===== src/rtl/palette_ram_pkg.sv =====
// Shared PPU definitions for the palette store: colour widths, fade FSM states
// and the saturating per-channel fade subtract.
package palette_ram_pkg;

  localparam int CH_BIT  = 4;
  localparam int RGB_BIT = 3 * CH_BIT;

  typedef enum logic {
    IDLE   = 1'b0,
    FADING = 1'b1
  } fade_state_e;

  // Each of R, G, B is darkened by level and clamps at zero instead of wrapping.
  function automatic logic [RGB_BIT-1:0] sat_sub_rgb(
    input logic [RGB_BIT-1:0] color,
    input logic [CH_BIT-1:0]  level
  );
    logic [RGB_BIT-1:0] res;
    logic [CH_BIT-1:0]  ch;
    res = '0;
    for (int i = 0; i < 3; i++) begin
      ch = color[i*CH_BIT +: CH_BIT];
      res[i*CH_BIT +: CH_BIT] = (ch > level) ? (ch - level) : '0;
    end
    return res;
  endfunction

endpackage


===== src/rtl/palette_ram_fade_ctrl.sv =====
// Frame-timed global brightness fade: walks fade_level one step toward the
// latched target every FADE_PERIOD frame ticks.
module palette_fade_ctrl
  import palette_ram_pkg::*;
#(
  parameter int FADE_PERIOD = 4
) (
  input  logic              clk,
  input  logic              rst,
  input  logic              frame_tick,
  input  logic              fade_start,
  input  logic [CH_BIT-1:0] fade_target,
  output logic [CH_BIT-1:0] fade_level,
  output logic              fade_busy
);

  localparam int CNT_W = (FADE_PERIOD > 1) ? $clog2(FADE_PERIOD) : 1;
  localparam logic [CNT_W-1:0] CNT_LAST = CNT_W'(FADE_PERIOD - 1);

  fade_state_e       r_state;
  fade_state_e       w_state_nxt;
  logic [CNT_W-1:0]  r_cnt;
  logic [CNT_W-1:0]  w_cnt_nxt;
  logic [CH_BIT-1:0] r_level;
  logic [CH_BIT-1:0] w_level_nxt;
  logic [CH_BIT-1:0] r_target;
  logic [CH_BIT-1:0] w_target_nxt;
  logic [CH_BIT-1:0] w_level_step;

  always_ff @(posedge clk or posedge rst) begin
    if (rst) begin
      r_state  <= IDLE;
      r_cnt    <= '0;
      r_level  <= '0;
      r_target <= '0;
    end else begin
      r_state  <= w_state_nxt;
      r_cnt    <= w_cnt_nxt;
      r_level  <= w_level_nxt;
      r_target <= w_target_nxt;
    end
  end

  // A new fade_start always wins; any tick arriving with it is dropped.
  always_comb begin
    w_state_nxt  = r_state;
    w_cnt_nxt    = r_cnt;
    w_level_nxt  = r_level;
    w_target_nxt = r_target;
    w_level_step = (r_target > r_level) ? (r_level + 1'b1) : (r_level - 1'b1);
    case (r_state)
      IDLE: begin
        if (fade_start) begin
          w_target_nxt = fade_target;
          w_cnt_nxt    = '0;
          if (fade_target != r_level) begin
            w_state_nxt = FADING;
          end
        end
      end
      FADING: begin
        if (fade_start) begin
          w_target_nxt = fade_target;
          w_cnt_nxt    = '0;
          w_state_nxt  = (fade_target != r_level) ? FADING : IDLE;
        end else if (frame_tick) begin
          if (r_cnt == CNT_LAST) begin
            w_cnt_nxt   = '0;
            w_level_nxt = w_level_step;
            if (w_level_step == r_target) begin
              w_state_nxt = IDLE;
            end
          end else begin
            w_cnt_nxt = r_cnt + 1'b1;
          end
        end
      end
      default: w_state_nxt = IDLE;
    endcase
  end

  always_comb begin
    fade_level = r_level;
    fade_busy  = (r_state == FADING);
  end

endmodule


===== src/rtl/palette_ram.sv =====
// Writable PPU palette store with independent background and sprite lookup
// channels, both darkened by the shared fade engine.
module palette_ram
  import palette_ram_pkg::*;
#(
  parameter  int NUM_PAL     = 8,
  parameter  int FADE_PERIOD = 4,
  localparam int PAL_W       = $clog2(NUM_PAL)
) (
  input  logic               clk,
  input  logic               rst,
  input  logic               wr_en,
  input  logic [PAL_W+1:0]   wr_addr,
  input  logic [RGB_BIT-1:0] wr_data,
  input  logic               bg_valid,
  input  logic [PAL_W-1:0]   bg_pal,
  input  logic [1:0]         bg_idx,
  input  logic               spr_valid,
  input  logic [PAL_W-1:0]   spr_pal,
  input  logic [1:0]         spr_idx,
  input  logic               frame_tick,
  input  logic               fade_start,
  input  logic [CH_BIT-1:0]  fade_target,
  output logic [RGB_BIT-1:0] bg_color,
  output logic               bg_color_valid,
  output logic [RGB_BIT-1:0] spr_color,
  output logic               spr_color_valid,
  output logic               spr_transparent,
  output logic [CH_BIT-1:0]  fade_level,
  output logic               fade_busy
);

  localparam int NUM_ENT = NUM_PAL * 4;

  logic [RGB_BIT-1:0] r_mem [NUM_ENT];
  logic [RGB_BIT-1:0] r_bg_color;
  logic               r_bg_valid;
  logic [RGB_BIT-1:0] r_spr_color;
  logic               r_spr_valid;
  logic               r_spr_transp;

  logic [PAL_W+1:0]   w_bg_addr;
  logic [PAL_W+1:0]   w_spr_addr;
  logic [RGB_BIT-1:0] w_bg_faded;
  logic [RGB_BIT-1:0] w_spr_faded;
  logic [CH_BIT-1:0]  w_fade_level;
  logic               w_fade_busy;

  palette_fade_ctrl #(
    .FADE_PERIOD (FADE_PERIOD)
  ) u_fade (
    .clk         (clk),
    .rst         (rst),
    .frame_tick  (frame_tick),
    .fade_start  (fade_start),
    .fade_target (fade_target),
    .fade_level  (w_fade_level),
    .fade_busy   (w_fade_busy)
  );

  always_ff @(posedge clk or posedge rst) begin
    if (rst) begin
      for (int i = 0; i < NUM_ENT; i++) begin
        r_mem[i] <= '0;
      end
    end else if (wr_en) begin
      r_mem[wr_addr] <= wr_data;
    end
  end

  // Reads see the array before this edge's write lands, giving old data on a collision.
  assign w_bg_addr   = {bg_pal, bg_idx};
  assign w_spr_addr  = {spr_pal, spr_idx};
  assign w_bg_faded  = sat_sub_rgb(r_mem[w_bg_addr], w_fade_level);
  assign w_spr_faded = sat_sub_rgb(r_mem[w_spr_addr], w_fade_level);

  always_ff @(posedge clk or posedge rst) begin
    if (rst) begin
      r_bg_color   <= '0;
      r_bg_valid   <= 1'b0;
      r_spr_color  <= '0;
      r_spr_valid  <= 1'b0;
      r_spr_transp <= 1'b0;
    end else begin
      r_bg_valid  <= bg_valid;
      r_spr_valid <= spr_valid;
      if (bg_valid) begin
        r_bg_color <= w_bg_faded;
      end
      if (spr_valid) begin
        r_spr_color  <= w_spr_faded;
        r_spr_transp <= (spr_idx == 2'd0);
      end
    end
  end

  assign bg_color        = r_bg_color;
  assign bg_color_valid  = r_bg_valid;
  assign spr_color       = r_spr_color;
  assign spr_color_valid = r_spr_valid;
  assign spr_transparent = r_spr_transp;
  assign fade_level      = w_fade_level;
  assign fade_busy       = w_fade_busy;

endmodule


===== config.mk =====
export PLATFORM = sky130hd
export DESIGN_NAME = palette_ram
export DESIGN_NICKNAME = d
export VERILOG_FILES = /design/src/rtl/palette_ram_pkg.sv /design/src/rtl/palette_ram_fade_ctrl.sv /design/src/rtl/palette_ram.sv
export SDC_FILE = /design/constraint.sdc
export NUM_CORES = 1
export LEC_CHECK = 0
export CORE_MARGIN = 1.5
export CORE_UTILIZATION = 40
export CTS_CLUSTER_SIZE = 16
export DETAILED_ROUTE_END_ITERATION = 6
export PLACE_DENSITY_LB_ADDON = 0.25
export SETUP_SLACK_MARGIN = 0.3
export SLEW_MARGIN = 20
export SYNTH_ARGS = -nofsm -noshare
export SYNTH_HDL_FRONTEND = slang
export SYNTH_SLANG_ARGS = --single-unit

===== constraint.sdc =====
create_clock -name clk -period 20.8 [get_ports clk]
set_input_delay 5.2 -clock clk [delete_from_list [all_inputs] [get_ports clk]]
set_output_delay 5.2 -clock clk [all_outputs]
set_load 0.03 [all_outputs]

==> results of run 1 <==
per-layer routing:
metal	track usage	part of all wire	vias to the layer above
met2	0.355	0.48	433
met5	0	0.0010	-
met1	0.300	0.44	7637
li1	-	-	6109
met4	0.0550	0.022	10
met3	0.0435	0.060	97
stage by stage:
| step | cells | setup slack [ps] | hold WS (ps) |
|---|---|---|---|
| after detailed placement | 2330 | 11000 | 499 |
| after global routing | 2411 | 11270 | 537 |
| after CTS | 2410 | 11600 | 512 |
| after global placement | 2330 | 11050 | 494 |
| after floorplan | 1609 | 3850 | 491 |
| final | 2411 | 11580 | 506 |
registers in the layout, indices dropped and copies added, names as in the netlist:
register and flops:
bg_color_valid 1, u_fade.fade_busy 1, bg_color 12, u_fade.r_target 4, u_fade.r_cnt 2, spr_color 12
spr_transparent 1, u_fade.fade_level 4, r_mem 384, spr_color_valid 1
how the worst max path moves through the flow:
stage / from / cells after the start / endpoint / slack, ps
2_1_floorplan: rst / 1 / bg_color[0]$_DFFE_PP0P_ / 3850
3_3_place_gp: spr_idx[1] / 15 / spr_color[6]$_DFFE_PP0P_ / 11050
3_5_place_dp: spr_idx[1] / 15 / spr_color[7]$_DFFE_PP0P_ / 11000
4_1_cts: spr_idx[1] / 15 / spr_color[7]$_DFFE_PP0P_ / 11600
5_1_grt: spr_idx[1] / 15 / spr_color[7]$_DFFE_PP0P_ / 11270
6_report: spr_idx[1] / 15 / spr_color[7]$_DFFE_PP0P_ / 11580
cell usage after synthesis, types with 2 or more instances:
cell,count,area [um2]
a211oi_1,24,180
a21o_1,6,45.0
a21oi_1,43,215
a41o_1,6,60.1
buf_1,6,22.5
buf_2,34,170
buf_4,12,90.1
buf_6,8,90.1
clkbuf_1,81,304
dfrtp_1,422,10600
fa_1,7,140
ha_1,31,388
inv_1,44,165
mux2_2,430,4840
mux2i_1,48,480
mux4_2,192,4320
nand2_1,48,180
nand3_1,6,30.0
nand3b_1,5,37.5
nor2_1,38,143
nor2b_1,13,81.3
nor3_1,2,10.0
nor3b_1,4,30.0
o211ai_1,7,52.6
o21ai_0,29,145
o21ai_1,6,30.0
o22ai_1,24,150
xnor2_1,12,105
xor2_1,12,105
critical path: cells and delay by family:
family                   cells  cell delay [ps]
AO/OA/AOI/OAI                7             1380
adder cells (fa/ha/maj)      2              610
buffers and inverters        3             1510
multiplexers                 1              610
AND/OR/NAND/NOR              2              220
final cells by class:
class	instances	area, um2	area share
clock inverter	7	118	0.00453
clock buffer	73	1390	0.0537
inverter	44	173	0.00665
timing repair buffer	98	893	0.0344
multi-input combinational	1002	11900	0.457
tap	765	957	0.0369
sequential	422	10600	0.407
report_power, final:
group          internal, mW  switching, mW
clock                 0.494          0.335
sequential            0.991          0.121
combinational         0.391          0.324
total                  1.88          0.781
placed cells by master (no fill, tap or decap), drive strengths merged, types with 7 or more instances in the layout:
master / Yosys / final
mux2: 430 / 430
dfrtp: 422 / 422
mux4: 192 / 192
clkbuf: 81 / 73
clkdlybuf4s50: 0 / 58
nand2: 48 / 48
mux2i: 48 / 48
inv: 44 / 45
a21oi: 43 / 43
buf: 60 / 40
nor2: 38 / 38
o21ai: 35 / 35
ha: 31 / 31
o22ai: 24 / 24
a211oi: 24 / 24
nor2b: 13 / 13
xnor2: 12 / 12
xor2: 12 / 12
o211ai: 7 / 7
fa: 7 / 7
cell families after synthesis:
logic type	Yosys count	share of synthesized area
buffers and inverters	185	0.0362
muxes	670	0.415
DFF	422	0.454
and+or+nand+nor	123	0.0242
adders and majority gates	38	0.0227
xor gates and xnor gates	24	0.00904
AOI/OAI and AO/OA	147	0.0385
==> summary.md, run 1 <==
| Metric | Value |
|---|---|
| Outcome | finished clean |
| Syn-to-layout area delta | 11.7% |
| CP max-delay cell | buf_4 |
| CP Cell Sequence | buf_6 -> buf_4 -> mux4_2 -> nor2b_1 -> a211oi_1 -> a21oi_1 -> o21ai_1 -> ha_1 -> inv_1 -> fa_1 -> a21oi_1 -> nor2b_1 -> o21ai_0 -> a41o_1 -> o22ai_1 |
| H-tree depth | 2 |
| GPL Wtd Cong | 0.809 |
| Initial antenna violation count | 5 |
| Synth cell types | 38 |
| Core Area | 57600 um2 |
| Crit. End Element | register |
| CP Class | input pin to register |
| Clock slew at reported path FFs | 50 ps |
| Total congestion overflow | 0 |
| Netlist Area Pre-Place | 23200 um2 |
| Clock Tree Buf Depth | 3 |
| GR Util All Layers | 0.219 |
| FF+latch count, synth | 422 |
| Clk sink count | 422 |
| Worst-margin pin slew | 1090 ps |
| Leakage | 11.1 nW |
| RSZ-0062 raised after global routing | false |
| Syn nets | 1685 |
| Sequential element share of the synthesized area | 0.454 |
| Minimum clock period | 9220 ps |
| Initial drt markers | 1015 |
| DRC | 0 |
| WHS Path Cells | 1 |
| Post-cts repair resize count | 0 |
| Worst setup SP type | input pin |
| IO buf count | 69 |
| Worst r2r dst | spr_color[11]$_DFFE_PP0P_ |
| Pre-antenna DRT Iters | 5 |
| Vias in the first global route | 15300 |
| Wirelength per Cell | 26.4 um |
| Worst hold path type | register to register |
| Die area | 59600 um2 |
| Clock skew | 18.9 ps |
| ANT nets after route | 0 |
| CP Data Required Time | 21220 ps |
| Root buf cell | clkbuf_16 |
| Vias | 14300 |
| Setup TNS Final | 0 ps |
| Post-CTS Setup Repair Bufs | 0 |
| Clk_lat worst skew | 580 ps |
| Area post-placement | 24400 um2 |
| Max-slew violations | 0 |
| Maximum VDD drop | 0.0675 mV |
| Inserted Diodes | 0 |
| CTS tree | yes |
| Die X | 244 um |
| Syn avg cell area | 14.4 um2 |
| Max-Cap Viols | 0 |
| Final period utilization | 0.443 |
| PwrDens | 102 nW/um2 |
| Fillers | 5091 |
| Crit-path max cell delay | 750 ps |
| Slew headroom | 0.274 |
| R2R Setup Slk | 17480 ps |
| Arrival time at the worst endpoint | 9650 ps |
| Post-DP HPWL | 38700 um |
| First-pass GRT wire length | 98000 um |
| Synth Warn # | 0 |
| Die Y-Extent | 244 um |
| Initial core utilization | 0.404 |
| Final net count | 1690 |
| CTS buffer count | 46 |
| Register-to-Register Path Depth | 11 |
| Final core area utilization | 0.451 |
| EDFF count, synth | 0 |
| Top FF cell, synth | dfrtp_1 |
| Layout cell share with drive strength beyond 1 | 0.451 |
| Largest net degree at the start of global routing | 121 |
| FF-to-FF Start | r_mem[273]$_DFFE_PP0P_ |
| Hold EP | spr_transparent$_DFFE_PP0P_ |
| Synth Instances | 1609 |
| DRT Wirelength | 63500 um |
| HP Start | spr_transparent$_DFFE_PP0P_ |
| I/O pin count | 70 |
| # rows | 88 |
| Post-synthesis async set-or-reset flop share | 1.00 |
| Avg Vias per Cell | 5.93 |
| # setup viols final | 0 |
| Total Power | 2.66 mW |
| Highest Clock Rate | 108 MHz |
| Critical path peak fanout | 63 |
| Post-CTS Hold Buffers | 0 |
| Final Hold Violating Endpoints | 0 |
| Fin area | 26000 um2 |
No activity file was read; power rests on OpenSTA's default activity.
==> inputs of run 2 (changes only) <==
==> constraint.sdc (replaced) <==
create_clock -name clk -period 8.2 [get_ports clk]
set_input_delay 2.05 -clock clk [delete_from_list [all_inputs] [get_ports clk]]
set_output_delay 2.05 -clock clk [all_outputs]
set_load 0.03 [all_outputs]
==> summary.md, run 2 (synthesized netlist as in run 1, its figures left out) <==
| Metric | Value |
|---|---|
| Outcome | finished clean |
| Die area | 59600 um2 |
| Vias | 14400 |
| Maximum VDD drop | 0.157 mV |
| ANT nets after route | 0 |
| CTS tree | yes |
| Placed cell count | 2339 |
| Die Y-Extent | 244 um |
| Worst-margin pin slew | 1070 ps |
| Wirelength per Cell | 26.3 um |
| Vias in the first global route | 14800 |
| Critical path peak fanout | 61 |
| Worst setup SP type | input pin |
| Final net count | 1701 |
| PwrDens | 259 nW/um2 |
| GPL Wtd Cong | 0.815 |
| Leakage | 11.2 nW |
| Final period utilization | 0.667 |
| Clock slew at reported path FFs | 60 ps |
| Most common cell after layout, fill and taps aside | mux2_2 |
| DRT Wirelength | 63600 um |
| First-pass GRT wire length | 95900 um |
| H-tree depth | 2 |
| Avg Vias per Cell | 5.95 |
| Total congestion overflow | 0 |
| Highest Clock Rate | 183 MHz |
| Final Hold Violating Endpoints | 0 |
| Final setup margin | 2730 ps |
| DR WL met2 | 29400 um |
| Comb pwr share | 0.271 |
| Syn-to-layout area delta | 12.5% |
| Initial core utilization | 0.404 |
| Total Power | 6.78 mW |
| Layout cell share with drive strength beyond 1 | 0.453 |
| Max-slew violations | 0 |
| Core Area | 57600 um2 |
| Max-Cap Viols | 0 |
| I/O pin count | 70 |
| Post-CTS Hold Buffers | 0 |
| CP Data Required Time | 8640 ps |
| Crit-path max cell delay | 700 ps |
| Initial drt markers | 1137 |
| Setup TNS Final | 0 ps |
| DRC | 0 |
| Pre-antenna DRT Iters | 7 |
| Power Internal | 4.78 mW |
| Register-to-Register Path Depth | 13 |
| Final instance count without filler cells | 2421 |
| Psw | 2.00 mW |
| Most frequent cells in the layout | mux2_2 (430), dfrtp_1 (422), mux4_2 (192), clkdlybuf4s50_1 (61), clkbuf_16 (49) |
| Top reg by flops | r_mem |
| Post-cts repair resize count | 0 |
| Initial antenna violation count | 6 |
| Metal3 WL | 4560 um |
| Clock Tree Buf Depth | 3 |
| WHS Path Cells | 1 |
| Crit. End Element | register |
| # setup viols final | 0 |
| Clock skew | 12.3 ps |
| Post-CTS Setup Repair Bufs | 0 |
| Max FFs per register | 384 |
| IO buf count | 69 |
| Die X | 244 um |
| Metal1 wirelength | 28200 um |
| RSZ-0062 raised after global routing | false |
| Root buf cell | clkbuf_16 |
| Minimum clock period | 5470 ps |
| Post-DP HPWL | 39000 um |
| Arrival time at the worst endpoint | 5910 ps |
| Clk sink count | 422 |
| Clock network fraction of design power | 0.313 |
| CP max-delay cell | buf_6 |
| CTS buffer count | 47 |
| CP Cell Sequence | buf_6 -> buf_4 -> mux4_2 -> mux2_2 -> nand2_1 -> o211ai_1 -> o21ai_1 -> ha_1 -> inv_1 -> fa_1 -> a21oi_1 -> nor2b_1 -> o21ai_0 -> a41o_1 -> o22ai_1 |
| Seq pwr share | 0.417 |
| GR Util All Layers | 0.216 |
| Switching Share | 0.294 |
| # rows | 88 |
| CP Class | input pin to register |
| Largest net degree at the start of global routing | 187 |
| Max layer used | met5 |
| Clk_lat worst skew | 590 ps |
| Worst hold path type | register to register |
| Pre-CTS setup slack | 2130 ps |
| Slew headroom | 0.283 |
-- run 2: cell types whose count changed in the layout (fill, tap and decap cells not counted), sizes merged --
cell and delta:
buf +7, clkdlybuf4s50 +3, clkbuf -4, clkinvlp +1
inv -2, diode +2, clkinv +3
-- run 2: cell type report --
class / count / area [um2]
antenna: 2 / 5.00
clock buffer: 69 / 1410
clock inverter: 9 / 120
fill: 5079 / 31400
inverter: 44 / 169
multi-input combinational: 1002 / 11900
sequential: 422 / 10600
tap: 765 / 957
timing repair buffer: 108 / 1070
-- run 2: through the flow --
stage,utilization,hold slack [ps],cell area (um2)
after floorplan,-,491,23200
after global placement,0.427,496,24600
after detailed placement,0.427,509,24600
after CTS,0.453,522,26100
after global routing,0.454,533,26100
final,0.454,524,26200
-- run 2: layer usage --
layer | vias to the layer above | track usage
met3 | 97 | 0.0507
met4 | 8 | 0.0619
met2 | 473 | 0.334
li1 | 6128 | -
met5 | - | 0
met1 | 7692 | 0.303
-- run 2: worst max-delay path, delay by kind of cell --
kind	cells	cell delay, ps
AND/OR/NAND/NOR	2	140
multiplexers	2	820
buffers and inverters	3	1190
adder cells (fa/ha/maj)	2	660
AO/OA/AOI/OAI	6	1020
-- run 2: power groups by stage --
stage / clock network (mW) / registers, mW / logic (mW)
after detailed placement: 0 / 2.85 / 1.84
after global routing: 2.26 / 2.89 / 1.97
final: 2.12 / 2.83 / 1.84
after CTS: 2.18 / 2.82 / 1.84
after floorplan: 0 / 2.86 / 1.27
after global placement: 0 / 2.82 / 1.79
-- run 2: path summary, 6_finish.rpt --
check	from	slack (ps)	to
min in group asynchronous	rst	1900	r_mem[81]$_DFFE_PP0P_
min reg2reg	r_mem[264]$_DFFE_PP0P_	520	r_mem[264]$_DFFE_PP0P_
max	spr_idx[1]	2730	spr_color[5]$_DFFE_PP0P_
max reg2reg	r_mem[256]$_DFFE_PP0P_	4650	bg_color[6]$_DFFE_PP0P_
max in group asynchronous	rst	4920	r_mem[110]$_DFFE_PP0P_
min	r_mem[264]$_DFFE_PP0P_	520	r_mem[264]$_DFFE_PP0P_
